**config.mk**
```make
export PLATFORM = sky130hd
export DESIGN_NAME = rf_mp
export DESIGN_NICKNAME = d
export VERILOG_FILES = /design/src/rtl/rf_mp.sv
export SDC_FILE = /design/constraint.sdc
export NUM_CORES = 1
export LEC_CHECK = 0
export ABC_AREA = 1
export ABC_CLOCK_PERIOD_IN_PS = 5080
export CAP_MARGIN = 15
export CORE_MARGIN = 2
export CORE_UTILIZATION = 61
export DETAILED_ROUTE_END_ITERATION = 6
export DONT_BUFFER_PORTS = 1
export PLACE_DENSITY = 0.76
export SYNTH_ARGS = -nofsm -noshare
export SYNTH_HDL_FRONTEND = slang
export SYNTH_SLANG_ARGS = --single-unit
```
**constraint.sdc**
```tcl
create_clock -name clk -period 5.08 [get_ports clk]
set_input_delay 1.016 -clock clk [delete_from_list [all_inputs] [get_ports clk]]
set_output_delay 1.016 -clock clk [all_outputs]
set_load 0.01 [all_outputs]
```
**src/rtl/rf_mp.sv**
```systemverilog
// rf_mp: multi-ported register file with a post-reset zeroing sweep.
//   After reset the file sweeps every entry to zero, one per cycle
//   (init_busy=1). In READY it accepts WR_N writes and serves RD_N reads
//   per cycle.
//
// Parameters:
//   W         entry width in bits
//   N         entry count (>= 2, need not be a power of two)
//   WR_N      write port count
//   RD_N      read port count
//   FLOP_OUT  1: registered read data, 0: combinational read data
//   BYPASS    1: same-cycle write-to-read forwarding
//
// Ports:
//   clk, rst   clock; asynchronous active-high reset
//   ra, ren    per-port read address; read enable (used only with FLOP_OUT=1)
//   rdata      per-port read data
//   rvalid     per-port flag: addressed entry written since the last sweep
//   wa, wen    per-port write address and write enable
//   wdata      per-port write data
//   init_busy  high while the zeroing sweep runs
module rf_mp #(
  parameter int unsigned W        = 32,
  parameter int unsigned N        = 8,
  parameter int unsigned WR_N     = 2,
  parameter int unsigned RD_N     = 2,
  parameter int unsigned FLOP_OUT = 0,
  parameter int unsigned BYPASS   = 1
) (
  input  logic                              clk,
  input  logic                              rst,
  input  logic [RD_N-1:0][$clog2(N)-1:0]    ra,
  input  logic [RD_N-1:0]                   ren,
  output logic [RD_N-1:0][W-1:0]            rdata,
  output logic [RD_N-1:0]                   rvalid,
  input  logic [WR_N-1:0][$clog2(N)-1:0]    wa,
  input  logic [WR_N-1:0]                   wen,
  input  logic [WR_N-1:0][W-1:0]            wdata,
  output logic                              init_busy
);

  localparam int unsigned AW = $clog2(N);

  typedef enum logic {S_INIT = 1'b0, S_READY = 1'b1} state_t;

  state_t              state;
  logic [AW-1:0]       cnt;
  logic [W-1:0]        mem [N];
  logic [N-1:0]        vld;
  logic [WR_N-1:0]     wr_ok;
  logic [RD_N-1:0][W-1:0] rd_data_c;
  logic [RD_N-1:0]     rd_vld_c;

  // Sweep controller: N cycles in INIT, then READY until the next reset.
  always_ff @(posedge clk or posedge rst) begin
    if (rst) begin
      state     <= S_INIT;
      cnt       <= '0;
      init_busy <= 1'b1;
    end else begin
      case (state)
        S_INIT: begin
          if (cnt == AW'(N - 1)) begin
            state     <= S_READY;
            init_busy <= 1'b0;
            cnt       <= '0;
          end else begin
            cnt <= cnt + AW'(1);
          end
        end
        S_READY: begin
          state <= S_READY;
        end
        default: begin
          state     <= S_INIT;
          cnt       <= '0;
          init_busy <= 1'b1;
        end
      endcase
    end
  end

  // A write is live only in READY and only for an in-range address.
  always_comb begin
    wr_ok = '0;
    for (int j = 0; j < int'(WR_N); j++) begin
      wr_ok[j] = wen[j] && (state == S_READY) && (32'(wa[j]) < N);
    end
  end

  // Storage has no reset; the sweep is the only thing that clears it.
  // Later ports are applied last, so the highest-index port wins a conflict.
  always_ff @(posedge clk) begin
    if (state == S_INIT) begin
      mem[cnt] <= '0;
      vld[cnt] <= 1'b0;
    end else begin
      for (int j = 0; j < int'(WR_N); j++) begin
        if (wr_ok[j]) begin
          mem[wa[j]] <= wdata[j];
          vld[wa[j]] <= 1'b1;
        end
      end
    end
  end

  // Read lookup with optional forwarding of this cycle's winning write.
  always_comb begin
    rd_data_c = '0;
    rd_vld_c  = '0;
    for (int i = 0; i < int'(RD_N); i++) begin
      if ((state == S_READY) && (32'(ra[i]) < N)) begin
        rd_data_c[i] = mem[ra[i]];
        rd_vld_c[i]  = vld[ra[i]];
        if (BYPASS != 0) begin
          for (int j = 0; j < int'(WR_N); j++) begin
            if (wr_ok[j] && (wa[j] == ra[i])) begin
              rd_data_c[i] = wdata[j];
              rd_vld_c[i]  = 1'b1;
            end
          end
        end
      end
    end
  end

  generate
    if (FLOP_OUT != 0) begin : g_flop
      // Registered outputs capture on ren and hold otherwise.
      always_ff @(posedge clk or posedge rst) begin
        if (rst) begin
          rdata  <= '0;
          rvalid <= '0;
        end else begin
          for (int i = 0; i < int'(RD_N); i++) begin
            if (ren[i]) begin
              rdata[i]  <= rd_data_c[i];
              rvalid[i] <= rd_vld_c[i];
            end
          end
        end
      end
    end else begin : g_comb
      logic unused_ren;
      assign unused_ren = ^ren;
      assign rdata  = rd_data_c;
      assign rvalid = rd_vld_c;
    end
  endgenerate

endmodule

```
## Yosys cells after proc, flatten, opt, wreduce, memory -nomap -nowiden

Memories as Yosys holds them, arrays and structs flattened.
Index checks and enable logic that the tools add are counted.

- Register bits after elaboration: 13
- Bits in writable memories: 256
- Input bits: 82
- Memories: 1

- $add $sub $neg: 1
- Order comparisons: 8
- Eq/ne operators: 5
- Multiplexer cells: 39
- Bitwise logic cells: 5
- Reduce and logical (&&, ||, !) cells: 11

Memories:

| name | depth | bits a word | read ports | clocked after Yosys merged registers in | write ports | line | text |
|---|---|---|---|---|---|---|---|
| mem | 8 | 32 | 2 | 0 | 2 | 48 | `logic [W-1:0] mem [N];` |

Operators with widths:

| cell | count |
|---|---|
| two-way mux 32 bit | 7 |
| two-way mux 8 bit | 4 |
| OR reduction 32 bit | 1 |
| less-than comparator 3 x 4 -> 1 bit, second input constant | 5 |
| two-way mux 1 bit | 20 |
| OR 8 bit | 2 |
| == test 3 bit | 4 |
| demux 1 bit (select 3 bit) | 3 |
| greater-or-equal comparator 3 x 1 -> 1 bit, second input constant | 3 |
| logical AND 1 bit | 9 |
| bitwise AND 8 bit | 1 |
| NOT 8 bit | 1 |
| binary-select mux 1 bit (select 3 bit) | 2 |
| two-way mux 3 bit | 2 |
| adder 3 x 1 -> 3 bit, second input constant | 1 |
| == test 3 bit, second input constant | 1 |
| one-hot mux 1 bit (2 select lines) | 1 |
| AND reduction 2 bit | 1 |
| NOT 1 bit | 1 |

## Longest topological paths before layout

- Depth in word-level cells: 10
- Gate-level depth with buffers: 13
- Depth with buffers taken out: 10

## Worst setup path before layout

No wires, ideal clock.

- Path type: input to register
- Start point: in wen[0]
- End point: mem mem[1][0] (enable)
- Arrival time: 3.929 ns
- Required time: 4.614 ns
- Path slack: 0.685 ns
- Stages on the path: 6
- Cells stage by stage: nand2_2 > buf_2 > buf_2 > o21ai_0 > inv_1 > o21ai_0

RTL lines:

| item | line | text |
|---|---|---|
| start, declared | 37 | `input logic [WR_N-1:0] wen,` |
| end, declared | 48 |  |

==> flow_metrics.py <==
metrics = {
    "detailed_routing": {
        "wl_met1_um": 22080,
        "ant_nets": 0,
        "vias": 19068,
        "drc": 0,
        "wl_per_cell_um": 21.96,
        "highest_layer": "met4",
        "wl_met3_um": 9940,
        "first_pass_iters": 6,
        "met2_length_um": 29600,
        "via_per_inst": 6.352,
        "totalWireLength_um": 65930,
        "drtIter0Drc": 2948,
    },
    "setup_path": {
        "path_buf_inv": 3,
        "cp_cell_sequence": "nand2_2, inv_2, nand2_1, nor2_2, nand2_2, nand2_2, buf_4, nor2_1, nor2_1, buf_4",
        "path_max_fanout": 38,
        "critPathKind": "reg2out",
        "critPathMostFrequentCell": "nand2_2",
        "cp_slowest_cell": "dfrtp_2",
        "critPathArrivalTime_ns": 3.40,
        "slowest_delay_ns": 0.92,
        "crit_required_ns": 4.06,
        "worstSetupEndpointType": "output port",
        "start_kind": "flop",
        "crit_family": "simple AND/OR/NAND/NOR gates",
    },
    "place": {
        "gp_congestion": 0.9253,
        "dp_hpwl_um": 35500,
        "portBuffers": 0,
        "post-place-cells": 2950,
    },
    "timing": {
        "skew_ns": 0.01689,
        "finalHoldViolations": 0,
        "fmax_ghz": 0.2262,
        "fin_tns_setup_ns": 0,
        "whs_ns": 0.2343,
        "min_period_ns": 4.421,
        "rsz0062_at_grt": "no",
        "slew_headroom_pct": 30.59,
        "worstMarginPinSlew_ns": 1.041,
        "drv_slew": 0,
        "finalCritPeriodShare_pct": 87.02,
        "setup_viol": 0,
    },
    "logic_synthesis": {
        "ys.flop_type": "edfxtp_1",
        "ys_types": 32,
        "yosysTopAreaCellShare_pct": 41.87,
        "synth_area_leader_cell": "edfxtp_1",
        "yosysSeqAreaShare_pct": 43.43,
        "synthTopCellsByArea": "edfxtp_1, nand2_1, nand3_1",
        "syn_nets": 2795,
        "synth_edf_count": 256,
        "netlist_area_um2": 18360,
        "ys_ff_latch": 269,
        "ys_warn_count": 0,
        "async_flop_share_pct": 1.859,
        "syn_inst": 2711,
        "syn_avg_cell_area_um2": 6.772,
    },
    "die": {
        "die_area_um2": 31500,
        "fp.coreArea_um2": 29640,
        "std_cell_rows": 63,
        "start_util_pct": 61.94,
        "die_w_um": 177.5,
        "io_pins": 149,
        "dieHeight_um": 177.5,
    },
    "status": {
        "outcome": "complete, no violations",
    },
    "power_and_ir_drop": {
        "p_switching_mw": 1.579,
        "p_leak_nw": 8.603,
        "cellPowerDensity_nw_per_um2": 279.8,
        "clkPwrFrac_pct": 36.2,
        "combPwrFrac_pct": 17.6,
        "ir_worst_vdd_v": 0.0002129,
        "seqPwrFrac_pct": 46.2,
        "p_sw_share_pct": 29.13,
        "total_power_mw": 5.419,
        "p_int_mw": 3.841,
    },
    "final_layout": {
        "drive_above_1_share_pct": 4.977,
        "nets": 2674,
        "fill_cells": 2581,
        "antennaDiodeCount": 0,
        "fin_cells": 3002,
        "final_util_pct": 65.35,
        "syn_to_final_growth_pct": 5.493,
    },
    "clock_network": {
        "cts_buffer_depth": 3,
        "cts_setup_buffers": 0,
        "path_clk_slew_ns": 0.06,
        "clock-sinks": 269,
        "cts.repair.resized": 0,
        "clk_latency_ns": 0.57,
        "hold_buffers": 0,
        "numCtsBuffers": 28,
        "cts-htree-levels": 1,
        "root_buffer": "clkbuf_16",
        "tritoncts": "built",
    },
    "hold_path": {
        "hold_class": "in2async",
    },
    "global_route": {
        "grt_first_pass_wirelength_um": 98700,
        "grt_max_degree": 148,
        "antenna_found_initial": 0,
        "grt.total_usage_pct": 41.47,
        "grt_pass1_vias": 18209,
        "overflow": 0,
    },
    "run": {
        "drv_cap": 0,
    },
}
final timing paths:
check,startpoint,end,slack [ns],depth (start not counted)
max in group asynchronous,rst,init_busy,4.61,1
setup / recovery,state,rdata[38],0.66,10
hold / removal,rst,cnt[1],0.23,1
setup reg to reg,state,mem[3][31],1.25,8
min in group clk,init_busy,init_busy,0.51,1
hold reg to reg,init_busy,init_busy,0.51,1
per-stage QoR:
stage	worst slack (ns)	cell area [um2]
6_report	0.6592	19370
5_1_grt	0.6248	19370
4_1_cts	0.7688	19370
3_5_place_dp	0.9621	18520
3_3_place_gp	0.9666	18520
2_1_floorplan	0.6850	18360
cells in the mapped netlist (5+ instances only):
| cell type | count |
|---|---|
| nor2_1 | 162 |
| nand2_1 | 1133 |
| buf_4 | 5 |
| edfxtp_1 | 256 |
| dfxtp_1 | 8 |
| buf_1 | 29 |
| buf_2 | 59 |
| nand3_1 | 376 |
| buf_6 | 6 |
| a21oi_1 | 86 |
| nand2_2 | 6 |
| nor3_1 | 21 |
| inv_2 | 10 |
| inv_1 | 126 |
| o21ai_1 | 13 |
| clkbuf_1 | 104 |
| o21ai_0 | 283 |
flip-flops by register name (all words and copies together) (netlist names):
| register | cells |
|---|---|
| state | 1 |
| mem | 256 |
| init_busy | 1 |
| cnt | 3 |
| vld | 8 |
logic make-up (layout without fill, tap and decap cells):
kind of cell,after synthesis,after routing,synth area share (%)
AOI/OAI and AO/OA,391,391,10.76
adders and majority gates,2,2,0.1363
buffers and inverters,341,242,7.742
DFF,269,269,43.43
and+or+nand+nor,1708,1708,37.93
per-layer routing:
layer	GRT usage (%)	vias to the layer above
li1	-	8667
met1	51.08	8467
met2	66.88	1558
met3	8.655	376
met4	25.58	0
met5	0	-
power groups by stage:
stage | sequential [mW] | clock (mW) | combinational, mW
finish | 2.51 | 1.96 | 0.953
global route | 2.51 | 2.02 | 1.03
CTS | 2.50 | 1.94 | 0.926
detailed placement | 2.55 | 0 | 0.921
global placement | 2.55 | 0 | 0.894
floorplan | 2.56 | 0 | 0.686
layout by cell type, fill, tap and decap left out, drive strengths merged:
cell type  count
nor3          21
a21oi         86
dfstp          1
nand4          1
buf           53
nand2       1139
a21boi         1
dfxtp          8
and2           1
or2            1
ha             2
clkinv        16
bufinv         1
a22oi          2
o211ai         1
edfxtp       256
dfrtp          4
nand3        376
o21ai        296
o22ai          3
o31ai          2
nor2         169
clkbuf        37
inv          135
final cells by class:
cell class | instances | area, um2 | area share [%]
Clock buffer | 37 | 755.7 | 3.902
Clock inverter | 15 | 87.58 | 0.4522
Inverter | 137 | 519.2 | 2.681
Multi-Input combinational cell | 2101 | 9069 | 46.82
Sequential cell | 269 | 7975 | 41.18
Tap cell | 390 | 488.0 | 2.520
Timing Repair Buffer | 53 | 473.0 | 2.442
worst reg2reg max path, stage by stage (launching register included):
cell	delay, ns
dfrtp_2	0.70
nand2_2	0.20
buf_4	0.42
buf_4	0.44
nor2_1	0.12
a21oi_1	0.29
nand2_1	0.20
o21ai_4	0.78
buf_4	0.38
No activity file was read; power rests on OpenSTA's default activity.
